File: config.mk
export PLATFORM = sky130hd
export DESIGN_NAME = mult_pipe
export DESIGN_NICKNAME = d
export VERILOG_FILES = /design/src/rtl/mult_pipe.sv
export SDC_FILE = /design/constraint.sdc
export NUM_CORES = 2
export LEC_CHECK = 0
export CORE_MARGIN = 8
export CORE_UTILIZATION = 24
export DETAILED_ROUTE_END_ITERATION = 7
export GPL_TIMING_DRIVEN = 0
export PLACE_DENSITY = 0.45
export SYNTH_ARGS = -nofsm -noshare
export SYNTH_HDL_FRONTEND = slang
export SYNTH_SLANG_ARGS = --single-unit
export TNS_END_PERCENT = 50
File: constraint.sdc
create_clock -name clk -period 9.3 [get_ports clk]
set_input_delay 1.86 -clock clk [delete_from_list [all_inputs] [get_ports clk]]
set_output_delay 1.86 -clock clk [all_outputs]
set_load 0.005 [all_outputs]
File: src/rtl/mult_pipe.sv
// Fully pipelined RV32M multiply unit: one op per cycle, STAGES-cycle latency,
// per-op branch masks for selective speculative kill, valid/ready result port.
module mult_pipe #(
  parameter int XLEN   = 32,
  parameter int STAGES = 3,
  parameter int TAG_W  = 12,
  parameter int BR_W   = 4
) (
  input  logic             clk,
  input  logic             rst_n,
  input  logic             in_valid,
  output logic             in_ready,
  input  logic [1:0]       in_op,
  input  logic [XLEN-1:0]  in_a,
  input  logic [XLEN-1:0]  in_b,
  input  logic [TAG_W-1:0] in_tag,
  input  logic [BR_W-1:0]  in_brmask,
  input  logic             flush,
  input  logic [BR_W-1:0]  flush_mask,
  input  logic             resolve_valid,
  input  logic [BR_W-1:0]  resolve_mask,
  output logic             out_valid,
  input  logic             out_ready,
  output logic [XLEN-1:0]  out_result,
  output logic [TAG_W-1:0] out_tag,
  output logic [BR_W-1:0]  out_brmask
);
  // Only the low 2*XLEN bits of the 2*XLEN+2-bit signed product are ever selected.
  localparam int RW = 2 * XLEN;

  logic                 vld_p [1:STAGES];
  logic [1:0]           op_p  [1:STAGES];
  logic [TAG_W-1:0]     tag_p [1:STAGES];
  logic [BR_W-1:0]      bm_p  [1:STAGES];
  logic signed [RW-1:0] prod_out;
  logic                 advance;

  // rs1 is unsigned only for mulhu (op 11).
  function automatic logic signed [XLEN:0] ext_a(input logic [1:0] op, input logic [XLEN-1:0] a);
    return (op == 2'b11) ? {1'b0, a} : {a[XLEN-1], a};
  endfunction

  // rs2 is unsigned for mulhsu and mulhu (op 1x).
  function automatic logic signed [XLEN:0] ext_b(input logic [1:0] op, input logic [XLEN-1:0] b);
    return op[1] ? {1'b0, b} : {b[XLEN-1], b};
  endfunction

  function automatic logic signed [RW-1:0] widen(input logic signed [XLEN:0] x);
    return {{(RW-XLEN-1){x[XLEN]}}, x};
  endfunction

  function automatic logic [XLEN-1:0] sel_result(input logic [1:0] op, input logic signed [RW-1:0] prod);
    return (op == 2'b00) ? prod[XLEN-1:0] : prod[RW-1:XLEN];
  endfunction

  function automatic logic hit(input logic [BR_W-1:0] bm, input logic fl, input logic [BR_W-1:0] fm);
    return fl && (|(bm & fm));
  endfunction

  function automatic logic [BR_W-1:0] clr(input logic [BR_W-1:0] bm, input logic rv, input logic [BR_W-1:0] rm);
    return rv ? (bm & ~rm) : bm;
  endfunction

  assign advance  = !vld_p[STAGES] || out_ready;
  assign in_ready = advance;

  // Control: kill uses pre-resolve masks; holding stages are still killed and resolved.
  always_ff @(posedge clk or negedge rst_n) begin
    if (!rst_n) begin
      for (int i = 1; i <= STAGES; i++) begin
        vld_p[i] <= 1'b0;
        op_p[i]  <= '0;
        tag_p[i] <= '0;
        bm_p[i]  <= '0;
      end
    end else if (advance) begin
      // input -> p1
      vld_p[1] <= in_valid && !hit(in_brmask, flush, flush_mask);
      bm_p[1]  <= clr(in_brmask, resolve_valid, resolve_mask);
      op_p[1]  <= in_op;
      tag_p[1] <= in_tag;
      // p(i-1) -> p(i)
      for (int i = 2; i <= STAGES; i++) begin
        vld_p[i] <= vld_p[i-1] && !hit(bm_p[i-1], flush, flush_mask);
        bm_p[i]  <= clr(bm_p[i-1], resolve_valid, resolve_mask);
        op_p[i]  <= op_p[i-1];
        tag_p[i] <= tag_p[i-1];
      end
    end else begin
      for (int i = 1; i <= STAGES; i++) begin
        vld_p[i] <= vld_p[i] && !hit(bm_p[i], flush, flush_mask);
        bm_p[i]  <= clr(bm_p[i], resolve_valid, resolve_mask);
      end
    end
  end

  if (STAGES == 1) begin : g_single
    logic signed [RW-1:0] prod_r;

    // input -> p1: product formed at the input and registered as the output
    always_ff @(posedge clk or negedge rst_n) begin
      if (!rst_n) begin
        prod_r <= '0;
      end else if (advance) begin
        prod_r <= widen(ext_a(in_op, in_a)) * widen(ext_b(in_op, in_b));
      end
    end

    assign prod_out = prod_r;
  end else begin : g_multi
    logic signed [XLEN:0]   a_p1;
    logic signed [XLEN:0]   b_p1;
    logic signed [RW-1:0]   prod_p [2:STAGES];

    // input -> p1: extended operands
    always_ff @(posedge clk) begin
      if (advance) begin
        a_p1 <= ext_a(in_op, in_a);
        b_p1 <= ext_b(in_op, in_b);
      end
    end

    // p1 -> p2: multiply; later stages only carry the product so it can be retimed
    always_ff @(posedge clk or negedge rst_n) begin
      if (!rst_n) begin
        for (int i = 2; i <= STAGES; i++) prod_p[i] <= '0;
      end else if (advance) begin
        prod_p[2] <= widen(a_p1) * widen(b_p1);
        for (int i = 3; i <= STAGES; i++) prod_p[i] <= prod_p[i-1];
      end
    end

    assign prod_out = prod_p[STAGES];
  end

  assign out_valid  = vld_p[STAGES] && !hit(bm_p[STAGES], flush, flush_mask);
  assign out_brmask = clr(bm_p[STAGES], resolve_valid, resolve_mask);
  assign out_tag    = tag_p[STAGES];
  assign out_result = sel_result(op_p[STAGES], prod_out);

endmodule

# Word-level counts from Yosys, hierarchy flattened
# Cells that the tools add are included.
# word_totals
wordCells,55
register_bits,251
in_bits,96
out_inout_bits,50
# op_classes
eq_ne,1
reduce_logical,19
n_mul,1
n_mux,7
n_bitwise,9
# ops
operator,count
$mul 33x33->64,1
$and 4x4->4,8
$mux 32,1
$mux 4,4
$reduce_or 4->1,4
$mux 12,1
$logic_and 1x1->1,8
$logic_not 1->1,5
$not 4->4,1
$mux 3,1
$eq 2x2->1 const B,1
$logic_not 2->1,1
$logic_or 1x1->1,1

# Logic depth before layout (Yosys ltp)
# depth
word_depth,6
depth_mapped,29
mapped_depth_nobuf,27

# Worst setup path before layout
# Ideal clock, no wire load.
# synth_path
path_type,register -> register
from,reg g_multi.a_p1[32]
to,reg g_multi.prod_p[120] (netlist name)
required_ps,9052
path_slack_ps,1324
t_arrival_ps,7727
synth_period_minus_slack_ps,7976
setup_time_ps,248
n_path_buf,2
stages_incl_launch_ff,26
cell_sequence,edfxtp_1 clkbuf_1 nand2_1 inv_1 fa_1 fa_1 fa_1 inv_1 fa_1 inv_1 fa_1 fa_1 fa_1 inv_1 fa_1 inv_1 ha_1 clkbuf_1 a21o_1 a21o_1 a21oi_1 o22ai_1 a2111o_1 a41oi_2 xnor2_1 a21oi_1
# synth_via
elab_chain_cells,1
# synth_rtl
element,line_no,rtl
start: declaration,111,logic signed [XLEN:0] a_p1;
start signal: assignment,118,"a_p1 <= ext_a(in_op, in_a);"
$mul 33x33->64,128,prod_p[2] <= widen(a_p1) * widen(b_p1);
end: declaration,113,logic signed [RW-1:0] prod_p [2:STAGES];
# No other way between the ends.
# A chain may end at the register's enable or synchronous reset.

# Worst setup path after layout
# layout_path
from,reg g_multi.b_p1[6]
to,reg g_multi.prod_p[125] (netlist name)
# layout_via
elab_chain_cells,1
# layout_rtl
element,line_no,rtl
start: declaration,112,logic signed [XLEN:0] b_p1;
start signal: assignment,119,"b_p1 <= ext_b(in_op, in_b);"
$mul 33x33->64,128,
# No other way between the ends.

==> impl_metrics.yaml <==
logic_synthesis:
  ys.flop_type: "dfrtp_1"
  post_synth_num_cell_types: 60
  synth_edf_count: 66
  synth_area_um2: 47600
  ys_async_sr_fraction: 0.737
  synth.yosys.seq_area_share: 0.139
  syn_avg_cell_area_um2: 9.57
  synth_seq_cells: 251
  syn-num-nets: 6414
  yosys_warnings: 0
  syn_inst: 4981
grt:
  track_usage: 0.176
  grt_pass1_wl_mm: 270
  overflow: 0
  grt_pass1_vias: 37900
  grt_max_degree: 99
  antenna_found_initial: 30
critical_path:
  start_kind: "flip-flop"
  end_kind: "flip-flop"
  required_ns: 9.77
  cp.arrival_ns: 9.60
  criticalPathCategory: "flip-flop to flip-flop"
  cp_max_fo: 10
layout:
  final_cell_mix: "fa_1 (1,123), inv_1 (1,076), nand2_1 (916), and2_1 (552), ha_1 (212)"
  area_delta_synth_final_pct: 13.6
  fin_cells: 7874
  drive_gt1_frac: 0.0493
  seq_area_um2: 6610
  nFillCells: 21500
  mostFrequentLayoutCell: "fa_1"
  multiInputGateArea_um2: 36000
  final_nets: 6621
floorplanning:
  fp.dieH_um: 462
  rows: 163
  die_width_um: 462
  core-area_um2: 197000
  pin_count: 146
  start_util: 0.241
  dieArea_um2: 213000
sta:
  max_slew_margin: 0.135
  skew_ns: 0.0241
  setup_viol: 0
  tightest_slew_ns: 1.30
  finalMaxSlewViolations: 0
  final_hold_viol_count: 0
  fmax_mhz: 110
  finalCritPeriodShare: 0.982
  finalCriticalPeriod_ns: 9.13
  layout_setup_ws_ns: 0.170
  rsz0062_at_grt: "true"
run:
  maxCapViolations: 0
route:
  ant_nets: 0
  vias: 35000
  drt-initial-drc-count: 2691
  drt_first_pass_iters: 7
  vias_per_cell: 4.44
  drc: 0
  wirelength_mm: 189
  wl_per_cell_um: 24.0
cts:
  cts_root_buf: "clkbuf_16"
  clkSinkCount: 251
  clkSlewWorstSetupHoldPaths_ns: 0.06
  cts_buffer_depth: 3
  cts_tree: "built"
  clock_latency_ns: 0.62
  htree_num_levels: 2
  cts_buffers: 35
worst_hold_path:
  hold_class: "flip-flop to flip-flop"
status:
  status: "completed"
place:
  port-buffer-count: 145
  dpl.hpwl_mm: 157
  place.gp.congestion: 0.972
  pre_cts_ws_ns: -0.587
  place_inst: 7768
==> Yosys cell counts (3+ instances only) <==
cell / instances / area, µm²
fa_1: 1125 / 22500
inv_1: 1078 / 4050
nand2_1: 916 / 3440
and2_1: 552 / 3450
clkbuf_1: 261 / 980
ha_1: 212 / 2650
dfrtp_1: 185 / 4630
a21oi_1: 103 / 515
nor2_1: 68 / 255
edfxtp_1: 66 / 1980
o21ai_0: 54 / 270
xnor2_1: 47 / 412
a21o_1: 41 / 308
mux2_2: 33 / 372
nor2b_1: 30 / 188
xor2_1: 29 / 254
nand3_1: 19 / 95.1
mux2i_1: 15 / 150
a31oi_1: 12 / 75.1
buf_4: 12 / 90.1
nand4_1: 10 / 62.6
nand2b_1: 9 / 56.3
o21a_1: 9 / 67.6
a21boi_0: 8 / 60.1
a22o_1: 8 / 70.1
and3_1: 8 / 50.1
a211oi_1: 7 / 52.6
o21bai_1: 7 / 52.6
o211ai_1: 6 / 45.0
nor3_1: 5 / 25.0
a221o_1: 3 / 30.0
nor4_1: 3 / 18.8
o22ai_1: 3 / 18.8
==> worst paths after layout <==
path                                  from                   to  slack (ns)  cells after the start
setup / recovery           g_multi.b_p1[6]  g_multi.prod_p[125]        0.17                     26
min in group asynchronous            rst_n              bm_p[1]        1.29                      1
hold / removal                   tag_p[34]            tag_p[22]        0.46                      2
max in group asynchronous            rst_n          prod_out[1]        7.07                      2
hold reg to reg                  tag_p[34]            tag_p[22]        0.46                      2
setup reg to reg           g_multi.b_p1[6]  g_multi.prod_p[125]        0.17                     26
==> worst max-delay path: stages (launching register included) <==
cell,delay [ns]
edfxtp_1,0.53
clkdlybuf4s15_1,0.80
nand2_1,0.20
fa_1,0.58
inv_1,0.05
fa_1,0.48
fa_1,0.59
inv_1,0.08
fa_1,0.49
inv_1,0.06
fa_1,0.48
fa_1,0.51
fa_1,0.49
inv_1,0.05
fa_1,0.47
inv_1,0.04
ha_1,0.37
a21oi_1,0.31
o21ai_0,0.18
a311o_1,0.46
a221o_1,0.35
a31oi_1,0.24
a41oi_1,0.21
a41o_1,0.31
o221ai_1,0.27
xor2_1,0.24
a21oi_1,0.10
==> through the flow <==
| stage | hold WS [ns] | instance area (µm²) | TNS [ns] | utilization |
|---|---|---|---|---|
| floorplan | 0.433 | 47600 | 0 | - |
| global placement | 0.449 | 52400 | -322.20 | 0.265 |
| detailed placement | 0.455 | 52500 | -4.39 | 0.266 |
| CTS | 0.439 | 53800 | 0 | 0.273 |
| global route | 0.477 | 54100 | -0.0408 | 0.274 |
| finish | 0.457 | 54100 | 0 | 0.274 |
==> routing by layer <==
layer | up-vias | global-route usage | routed length [µm]
met1 | 18600 | 0.232 | 79200
met2 | 1201 | 0.285 | 87800
met3 | 301 | 0.0321 | 12800
li1 | 14900 | - | -
met4 | 2 | 0.0768 | 9490
met5 | - | 0 | 13
==> final cells by class <==
class / instances / share of cell area
timing repair buffer: 170 / 0.0320
sequential: 251 / 0.122
buffer: 273 / 0.0228
multi-input combinational: 3378 / 0.664
inverter: 1079 / 0.0750
clock buffer: 44 / 0.0179
tap: 2640 / 0.0610
antenna: 20 / 0.000925
clock inverter: 19 / 0.00407
==> cells by family after synthesis <==
kind of cell / Yosys count / synth area share
AO/OA/AOI/OAI: 289 / 0.0388
XOR/XNOR: 76 / 0.0140
adder cells (fa/ha/maj): 1337 / 0.528
buffers and inverters: 1352 / 0.107
flip-flops: 251 / 0.139
multiplexers: 48 / 0.0110
AND/OR/NAND/NOR: 1628 / 0.162
==> repair_timing <==
item	4_1_cts	5_1_grt
pin swaps	0	0
hold buffers	0	0
resized for setup	71	149
setup endpoints to repair	16	13
setup buffers	7	16
==> flip-flops by register name (all words and copies together) (netlist names) <==
signal	cells
out_tag	12
prod_out	64
vld_p	3
g_multi.prod_p	64
tag_p	24
g_multi.a_p1	33
g_multi.b_p1	33
op_p	6
bm_p	12
Power is left out: the tool's default activity adds up to more than one toggle a clock period on the data nets, which glitch-free logic cannot reach.
